## src/rtl/alu_regfile_pkg.sv

```systemverilog
// Shared widths, flag bit positions and ALU control codes for the
// register-file / ALU datapath.
package alu_regfile_pkg;

   localparam int DATA_W   = 32;
   localparam int ADDR_W   = 5;
   localparam int FLAG_W   = 3;
   localparam int NUM_REGS = 2 ** ADDR_W;

   // Bit positions inside the {Co, zero, overflow} status word
   localparam int FLAG_CO   = 2;
   localparam int FLAG_ZERO = 1;
   localparam int FLAG_OVF  = 0;

   typedef logic [DATA_W-1:0] data_t;
   typedef logic [ADDR_W-1:0] addr_t;
   typedef logic [FLAG_W-1:0] flags_t;

   // ALU_Ctr encodings driven by the instruction controller
   typedef enum logic [3:0] {
      ALU_AND = 4'b0000,
      ALU_OR  = 4'b0001,
      ALU_ADD = 4'b0010,
      ALU_SUB = 4'b0110,
      ALU_SLT = 4'b0111,
      ALU_NOR = 4'b1100
   } alu_ctr_e;

   function automatic flags_t pack_flags(input logic co, input logic zero, input logic ovf);
      flags_t f;
      f            = '0;
      f[FLAG_CO]   = co;
      f[FLAG_ZERO] = zero;
      f[FLAG_OVF]  = ovf;
      return f;
   endfunction

endpackage

```

## src/rtl/alu_regfile_if.sv

```systemverilog
// Controller/ALU-side bus of the register file: operand reads, issue,
// write-back, flag capture and the debug read port.
interface alu_regfile_if;
   import alu_regfile_pkg::*;

   addr_t  r_addr_a;
   addr_t  r_addr_b;
   data_t  r_data_a;
   data_t  r_data_b;
   logic   pend_a;
   logic   pend_b;
   logic   iss_valid;
   addr_t  iss_addr;
   logic   wb_valid;
   addr_t  wb_addr;
   data_t  wb_data;
   logic   flag_we;
   flags_t flag_in;
   flags_t flags;
   addr_t  dbg_addr;
   data_t  dbg_data;

   modport master (
      output r_addr_a, r_addr_b, iss_valid, iss_addr, wb_valid, wb_addr, wb_data,
             flag_we, flag_in, dbg_addr,
      input  r_data_a, r_data_b, pend_a, pend_b, flags, dbg_data
   );

   modport slave (
      input  r_addr_a, r_addr_b, iss_valid, iss_addr, wb_valid, wb_addr, wb_data,
             flag_we, flag_in, dbg_addr,
      output r_data_a, r_data_b, pend_a, pend_b, flags, dbg_data
   );

endinterface

```

## src/rtl/alu_regfile_scoreboard.sv

```systemverilog
// Pending-destination scoreboard: one bit per register marking a result
// still in flight, looked up for both operand ports.
module regfile_scoreboard
   import alu_regfile_pkg::*;
(
   input  logic  clk,
   input  logic  rst,
   input  logic  iss_valid_i,
   input  addr_t iss_addr_i,
   input  logic  wb_valid_i,
   input  addr_t wb_addr_i,
   input  addr_t r_addr_a_i,
   input  addr_t r_addr_b_i,
   output logic  pend_a_o,
   output logic  pend_b_o
);

   logic [NUM_REGS-1:0] pending_q;
   logic [NUM_REGS-1:0] pending_d;

   // Clear first, then set, so an issue to the address being written back wins.
   always_comb begin
      // NOTE: pending_d takes a full default before any conditional update,
      // so no path leaves it unassigned and no latch is inferred.
      pending_d = pending_q;
      if (wb_valid_i) begin
         pending_d[wb_addr_i] = 1'b0;
      end
      if (iss_valid_i) begin
         pending_d[iss_addr_i] = 1'b1;
      end
      pending_d[0] = 1'b0;
   end

   always_ff @(posedge clk or posedge rst) begin
      if (rst) begin
         pending_q <= '0;
      end else begin
         // NOTE: sequential state is updated with non-blocking assignments so
         // every flop samples the pre-edge values regardless of block order.
         pending_q <= pending_d;
      end
   end

   // A write-back in this cycle resolves the hazard it would otherwise report.
   assign pend_a_o = pending_q[r_addr_a_i] & ~(wb_valid_i && (wb_addr_i == r_addr_a_i));
   assign pend_b_o = pending_q[r_addr_b_i] & ~(wb_valid_i && (wb_addr_i == r_addr_b_i));

endmodule

```

## src/rtl/alu_regfile.sv

```systemverilog
// Register file for the 32-bit ALU datapath: two bypassed operand reads,
// one write-back port, status flags, RAW scoreboard and a debug read.
module alu_regfile
   import alu_regfile_pkg::*;
(
   input  logic         clk,
   input  logic         rst,
   alu_regfile_if.slave bus
);

   data_t  regs_q [NUM_REGS];
   flags_t flags_q;
   flags_t flags_d;
   logic   wb_hit;

   assign wb_hit = bus.wb_valid && (bus.wb_addr != '0);

   // NOTE: the array sits under reset because every register must read zero
   // straight after reset; that forces flop storage rather than a RAM macro.
   always_ff @(posedge clk or posedge rst) begin
      if (rst) begin
         for (int i = 0; i < NUM_REGS; i++) begin
            regs_q[i] <= '0;
         end
      end else begin
         for (int i = 1; i < NUM_REGS; i++) begin
            if (wb_hit && (bus.wb_addr == ADDR_W'(i))) begin
               regs_q[i] <= bus.wb_data;
            end
         end
      end
   end

   assign flags_d = bus.flag_we ? bus.flag_in : flags_q;

   always_ff @(posedge clk or posedge rst) begin
      if (rst) begin
         flags_q <= '0;
      end else begin
         flags_q <= flags_d;
      end
   end

   // Write-first bypass on the operand ports; the debug port shows committed state only.
   assign bus.r_data_a = (wb_hit && (bus.wb_addr == bus.r_addr_a)) ? bus.wb_data
                                                                   : regs_q[bus.r_addr_a];
   assign bus.r_data_b = (wb_hit && (bus.wb_addr == bus.r_addr_b)) ? bus.wb_data
                                                                   : regs_q[bus.r_addr_b];
   assign bus.dbg_data = regs_q[bus.dbg_addr];
   assign bus.flags    = flags_q;

   regfile_scoreboard u_scoreboard (
      .clk         (clk),
      .rst         (rst),
      .iss_valid_i (bus.iss_valid),
      .iss_addr_i  (bus.iss_addr),
      .wb_valid_i  (bus.wb_valid),
      .wb_addr_i   (bus.wb_addr),
      .r_addr_a_i  (bus.r_addr_a),
      .r_addr_b_i  (bus.r_addr_b),
      .pend_a_o    (bus.pend_a),
      .pend_b_o    (bus.pend_b)
   );

endmodule

```

## src/flat_wrapper.sv

```systemverilog
// flat-port wrapper written by rule: the top's interface ports become plain ports
module alu_regfile_flat import alu_regfile_pkg::*;
  (clk, rst, bus_r_addr_a, bus_r_addr_b, bus_iss_valid, bus_iss_addr, bus_wb_valid, bus_wb_addr, bus_wb_data, bus_flag_we, bus_flag_in, bus_dbg_addr, bus_r_data_a, bus_r_data_b, bus_pend_a, bus_pend_b, bus_flags, bus_dbg_data);
  alu_regfile_if bus_i ();
  input  logic clk;
  input  logic rst;
  input wire logic [$bits(bus_i.r_addr_a)-1:0] bus_r_addr_a;
  input wire logic [$bits(bus_i.r_addr_b)-1:0] bus_r_addr_b;
  input wire logic [$bits(bus_i.iss_valid)-1:0] bus_iss_valid;
  input wire logic [$bits(bus_i.iss_addr)-1:0] bus_iss_addr;
  input wire logic [$bits(bus_i.wb_valid)-1:0] bus_wb_valid;
  input wire logic [$bits(bus_i.wb_addr)-1:0] bus_wb_addr;
  input wire logic [$bits(bus_i.wb_data)-1:0] bus_wb_data;
  input wire logic [$bits(bus_i.flag_we)-1:0] bus_flag_we;
  input wire logic [$bits(bus_i.flag_in)-1:0] bus_flag_in;
  input wire logic [$bits(bus_i.dbg_addr)-1:0] bus_dbg_addr;
  output wire logic [$bits(bus_i.r_data_a)-1:0] bus_r_data_a;
  output wire logic [$bits(bus_i.r_data_b)-1:0] bus_r_data_b;
  output wire logic [$bits(bus_i.pend_a)-1:0] bus_pend_a;
  output wire logic [$bits(bus_i.pend_b)-1:0] bus_pend_b;
  output wire logic [$bits(bus_i.flags)-1:0] bus_flags;
  output wire logic [$bits(bus_i.dbg_data)-1:0] bus_dbg_data;
  assign bus_i.r_addr_a = bus_r_addr_a;
  assign bus_i.r_addr_b = bus_r_addr_b;
  assign bus_i.iss_valid = bus_iss_valid;
  assign bus_i.iss_addr = bus_iss_addr;
  assign bus_i.wb_valid = bus_wb_valid;
  assign bus_i.wb_addr = bus_wb_addr;
  assign bus_i.wb_data = bus_wb_data;
  assign bus_i.flag_we = bus_flag_we;
  assign bus_i.flag_in = bus_flag_in;
  assign bus_i.dbg_addr = bus_dbg_addr;
  assign bus_r_data_a = bus_i.r_data_a;
  assign bus_r_data_b = bus_i.r_data_b;
  assign bus_pend_a = bus_i.pend_a;
  assign bus_pend_b = bus_i.pend_b;
  assign bus_flags = bus_i.flags;
  assign bus_dbg_data = bus_i.dbg_data;
  alu_regfile u_core (.clk(clk), .rst(rst), .bus(bus_i));
endmodule
```

## config.mk

```make
export PLATFORM = sky130hd
export DESIGN_NAME = alu_regfile_flat
export DESIGN_NICKNAME = d
export VERILOG_FILES = /design/src/rtl/alu_regfile_pkg.sv /design/src/rtl/alu_regfile_if.sv /design/src/rtl/alu_regfile_scoreboard.sv /design/src/rtl/alu_regfile.sv /design/src/flat_wrapper.sv
export SDC_FILE = /design/constraint.sdc
export NUM_CORES = 2
export LEC_CHECK = 0
export BUFFER_PORTS_ARGS = -buffer_cell sky130_fd_sc_hd__clkbuf_2
export CORE_MARGIN = 10
export CORE_UTILIZATION = 36
export DETAILED_ROUTE_END_ITERATION = 6
export MAX_ROUTING_LAYER = met4
export PLACE_DENSITY = 0.51
export SLEW_MARGIN = 20
export SYNTH_ARGS = -nofsm -noshare
export SYNTH_HDL_FRONTEND = slang
export SYNTH_SLANG_ARGS = --single-unit
```

## constraint.sdc

```tcl
create_clock -name clk -period 43.4 [get_ports clk]
set_input_delay 4.34 -clock clk [delete_from_list [all_inputs] [get_ports clk]]
set_output_delay 4.34 -clock clk [all_outputs]
set_load 0.02 [all_outputs]
```

# After elaboration in Yosys (flattened, before gate mapping)

Index checks and enable logic that the tools add are counted.
Widths: inputs -> output; s select.

Eq/ne operators: 33
Muxes and demuxes: 21
Reduce and logical (&&, ||, !) cells: 39
Bitwise operators: 10
$lt $le $gt $ge: 9

Operators with widths:

| operator           | number |
|---|---|
| $bmux 32 s5        | 3 |
| $mux 32            | 10 |
| $eq 5x5->1 const B | 16 |
| $eq 5x4->1 const B | 8 |
| $logic_and 1x1->1  | 38 |
| $and 32x32->32     | 1 |
| $not 32->32        | 1 |
| $or 32x32->32      | 1 |
| $lt 5x6->1 const B | 4 |
| $eq 5x3->1 const B | 4 |
| $ge 6x6->1 const B | 3 |
| $not 5->6          | 3 |
| $bmux 1 s5         | 2 |
| $demux 1 s5        | 2 |
| $eq 5x2->1 const B | 2 |
| $eq 5x5->1         | 2 |
| $ge 5x1->1 const B | 2 |
| $eq 5x1->1 const B | 1 |
| $reduce_bool 5->1  | 1 |
| $mux 1             | 4 |
| $and 1x1->1        | 2 |
| $not 1->1          | 2 |

Bits of input ports: 65
Register bits: 1026
Output and inout port bits: 101
Word-level logic and storage cells: 145

# Logic depth before layout (Yosys ltp)

Word-level depth: 9
Depth in mapped cells: 9
Mapped depth without buffers: 5

# Hierarchy

From an unflattened synthesis, not the netlist that was laid out.

Cells, all modules: 4342
Area, all modules: 63395.8 um^2

Modules (own cells, without submodules):

| module             | sequential area each (um^2) | area an instance (um^2) | cells an instance | instances |
|---|---|---|---|---|
| alu_regfile        | 24898.9                     | 61386.4                 | 4150              | 1 |
| regfile_scoreboard | 775.7                       | 2009.4                  | 192               | 1 |

# Worst setup path before layout

OpenSTA, ideal clock, no wires.

Path kind: input -> output
Start point: input port bus_dbg_addr[0]
End point: output port bus_dbg_data[0]
Data required time: 39060 ps
Arrival: 6329 ps
Slack: 32731 ps
Stages: 5
Buffers on the path: 2
Cells stage by stage: buf_2 > buf_1 > mux4_2 > mux4_2 > mux2_2

Longest elaborated chain between the ends: 4

RTL lines:

| element                                     | RTL line           | text |
|---|---|---|
| start, declared                             | flat_wrapper.sv:16 | `input wire logic [$bits(bus_i.dbg_addr)-1:0] bus_dbg_addr;` |
| $not 5->6 (implied by the code)             | alu_regfile.sv:49  | `assign bus.dbg_data = regs_q[bus.dbg_addr];` |
| $bmux 32 s5                                 | alu_regfile.sv:49  |  |
| $mux 32 (implied by the code) (2 in series) | alu_regfile.sv:49  |  |
| end, declared                               | flat_wrapper.sv:22 | `output wire logic [$bits(bus_i.dbg_data)-1:0] bus_dbg_data;` |

No other way between the ends. The select of a mux whose other input is x is not followed.

# Final worst setup path

Start point: input port bus_dbg_addr[1]
End point: output port bus_dbg_data[30]

The elaborated chain is that of the path after synthesis.

==> summary.md <==
| Metric | Value |
|---|---|
| Status | complete, no violations |
| Max-cap viol count | 0 |
| Vias | ~46000 |
| WS Path Type | primary input to output pin |
| DR iter-0 viols | roughly 4400 |
| CORE AREA | about 170000 sq um |
| Async SR Flop Fraction | 100% |
| CTS Buf Count | 121 |
| Layout cells sized above 1 | 40.2% |
| CTS H-tree lvls | 3 |
| Reg2reg path depth | 1 |
| Largest net degree at the start of global routing | 116 |
| Hold endpoint | u_core.bus.flags[2]$_DFFE_PP0P_ |
| Horiz. Die Dim | 435 um |
| Fmax | 0.0759 GHz |
| FF-to-FF Start | u_core.regs_q[339]$_DFFE_PP0P_ |
| TNS Setup | 0 ns |
| Hold crit path type | register to register |
| Syn nets | 4864 |
| Clock latency on the worst-skew pair | around 0.76 ns |
| Die Span Y | around 430 um |
| Reg-to-reg setup timing slack | 42.56 ns |
| Vias per cell | 6.45 |
| Clock Path Buffers | 3 |
| P&R area growth vs syn | 11.2% |
| CTS tree | done |
| Top-Level Pins | 166 |
| First-pass GRT wire length | 351000 um |
| Overall routed net length | 243000 um |
| Post-synthesis cell count | 4799 |
| Most common cell after layout, fill and taps aside | dfrtp_1 |
| Dpl hpwl | around 140000 um |
| Clock skew | 0 ns |
| Gpl congestion | about 0.84 |
| Root Driver | clkbuf_16 |
| Overall routing resource usage | 25.8% |
| Starting density of the core | 36.2% |
| Critical Path End Type | output pin |
| Filler Cell Count | 16100 |
| LEAKAGE | 28.6 nW |
| Seq. cell area | 25700 sq um |
| Full die area | 189000 sq um |
| RSZ-0062 raised after global routing | no |
| Port bufs | 165 |
| Worst IR Drop VDD | between 0.03 and 0.04 mV |
| Final design utilization | between 40% and 50% |
| DRC viols | 0 |
| Pwr Density | 45.9 nW/um^2 |
| Slew @ Worst Pin | 1.21 ns |
| Clock period minus worst slack | between 10 and 15 ns |
| Most common flop cell mapped by yosys | dfrtp_1 |
| Hold_sp | u_core.bus.flags[2]$_DFFE_PP0P_ |
| Final setup violating endpoints | 0 |
| Max-slew violations | 0 |
| Antenna Nets Post-Route | 0 |
| Vias in the first global route | 45900 |
| Setup Slack @ Placement | 30.33 ns |
| Most frequent cells in the layout | 1026 x dfrtp_1, 721 x mux2_2, 659 x mux4_2 |
| First-pass detailed-route iteration total | 5 |
| FF-to-FF End | u_core.regs_q[339]$_DFFE_PP0P_ |
| Yosys cell types | 48 |
| Clock Sinks | 1026 |
| Max FO, Critical Path | 113 |
| Hold_buf cts | 0 |
| Final Worst Setup Slack | about 30 ns |
| Area of the multi-input gates | between 30000 and 40000 sq um |
| Final hold violation count | 0 |
| Worst path arrival time | 8.84 ns |
| Clock Pin Slew Worst Setup and Hold Paths | 0.05 ns |
| Max-slew headroom | 19.1% |
| Hold Path Stages | 1 |
| Worst Path Required | 39.06 ns |
| Nature of the critical path startpoint | primary input |
| Syn Std Cell Area | about 62000 sq um |
| Post-synth EDFFs | 0 |
| Resized Gates After CTS | 0 |
| Final Instance Area | 68900 sq um |
| Seq/Total Area, Yosys | about two fifths |
| Nets@finish | approximately 4700 |
| Initial antenna violation count | 13 |
| Num rows | approximately 150 |
| Grt ovf | 0 |
| Setup Buffers After CTS | 0 |
| Syn avg cell area | 12.9 sq um |
| Synth warn | 32 |
| Dpl cell area | 64700 sq um |
| Avg WL per Cell | 34.4 um |
| Yosys reg bits | 1026 |
| Crit share post-route | 30.4% |
[worst max-delay path, cell delays in order]
cell,delay (ns)
buf_8,0.34
buf_4,0.70
buf_12,0.64
buf_4,0.83
mux2_2,0.42
a22o_1,0.18
mux4_2,0.44
mux2_2,0.31
clkbuf_2,0.17
[report_power, final]
part	switching [mW]	internal (mW)
clock	0.441	0.640
sequential	0.186	1.14
combinational	0.339	0.412
[through the flow]
stage | instances | total power [mW] | hold slack (ns)
2_1_floorplan | 4799 | 1.86 | 0.462
3_3_place_gp | 6841 | 2.07 | 0.496
3_5_place_dp | 6842 | 2.09 | 0.496
4_1_cts | 7063 | 3.17 | 0.517
5_1_grt | 7072 | 3.30 | 0.542
6_report | 7073 | 3.16 | 0.512
[cell usage after synthesis (all sizes together), types with 2 or more instances]
cell | instances | area, sq um
a22oi | 80 | 601
mux2 | 721 | 8120
a221o | 32 | 320
dfrtp | 1026 | 25700
mux2i | 197 | 1970
inv | 39 | 146
xnor2 | 6 | 52.6
nand2 | 431 | 1620
nand3 | 60 | 300
nor2 | 51 | 191
a221oi | 62 | 543
nor3b | 6 | 45.0
nand3b | 8 | 60.1
o221ai | 64 | 561
a21oi | 95 | 475
and2 | 4 | 25.0
nor3 | 40 | 205
nand4b | 3 | 26.3
or2 | 7 | 43.8
mux4 | 659 | 14800
a22o | 76 | 666
clkbuf | 341 | 1280
buf | 203 | 1020
o31ai | 30 | 225
nand2b | 7 | 43.8
nor2b | 13 | 81.3
nand4 | 3 | 18.8
o21ai | 468 | 2340
nor4 | 2 | 12.5
o22ai | 49 | 307
xor2 | 4 | 35.0
[flip-flops by register name, summed over array words and instances, names as in the netlist]
signal / flops
u_core.bus.flags: 3
u_core.regs_q: 992
u_core.u_scoreboard.pending_q: 31
[per-layer routing]
metal / track usage, % / up-vias / part of all wire, %
li1: - / 18400 / -
met1: 32.7 / 24300 / 40
met2: 40.5 / 2278 / 47
met3: 4.66 / 585 / 7.4
met4: 11.4 / 0 / 4.9
met5: - / - / 0
[cell families (layout without fill, tap and decap cells)]
group / Yosys count / after routing / synth area share (%)
mux: 1577 / 1577 / 40.2
flops: 1026 / 1026 / 41.4
compound gates: 963 / 963 / 9.85
simple gates: 640 / 640 / 4.38
buf+inv: 583 / 538 / 3.95
xor+xnor: 10 / 10 / 0.141
other cells: 0 / 9 / 0
[worst max path at each step]
stage,startpoint,end,cells past startpoint
after floorplan,rst,u_core.bus.flags[0]$_DFFE_PP0P_,1
after global placement,bus_dbg_addr[1],bus_dbg_data[29],9
after detailed placement,bus_dbg_addr[1],bus_dbg_data[29],9
after CTS,bus_dbg_addr[1],bus_dbg_data[29],9
after global routing,bus_dbg_addr[1],bus_dbg_data[20],9
final,bus_dbg_addr[1],bus_dbg_data[30],9
[final cells by class]
| type | count | share of cell area, % |
|---|---|---|
| multi-input combinational | 3190 | 49.6 |
| inverter | 39 | 0.225 |
| clock buffer | 172 | 5.07 |
| tap | 2310 | 4.20 |
| clock inverter | 49 | 0.964 |
| timing repair buffer | 278 | 2.65 |
| antenna | 9 | 0.0327 |
| sequential | 1026 | 37.3 |
(Power assumes the default switching activity.)
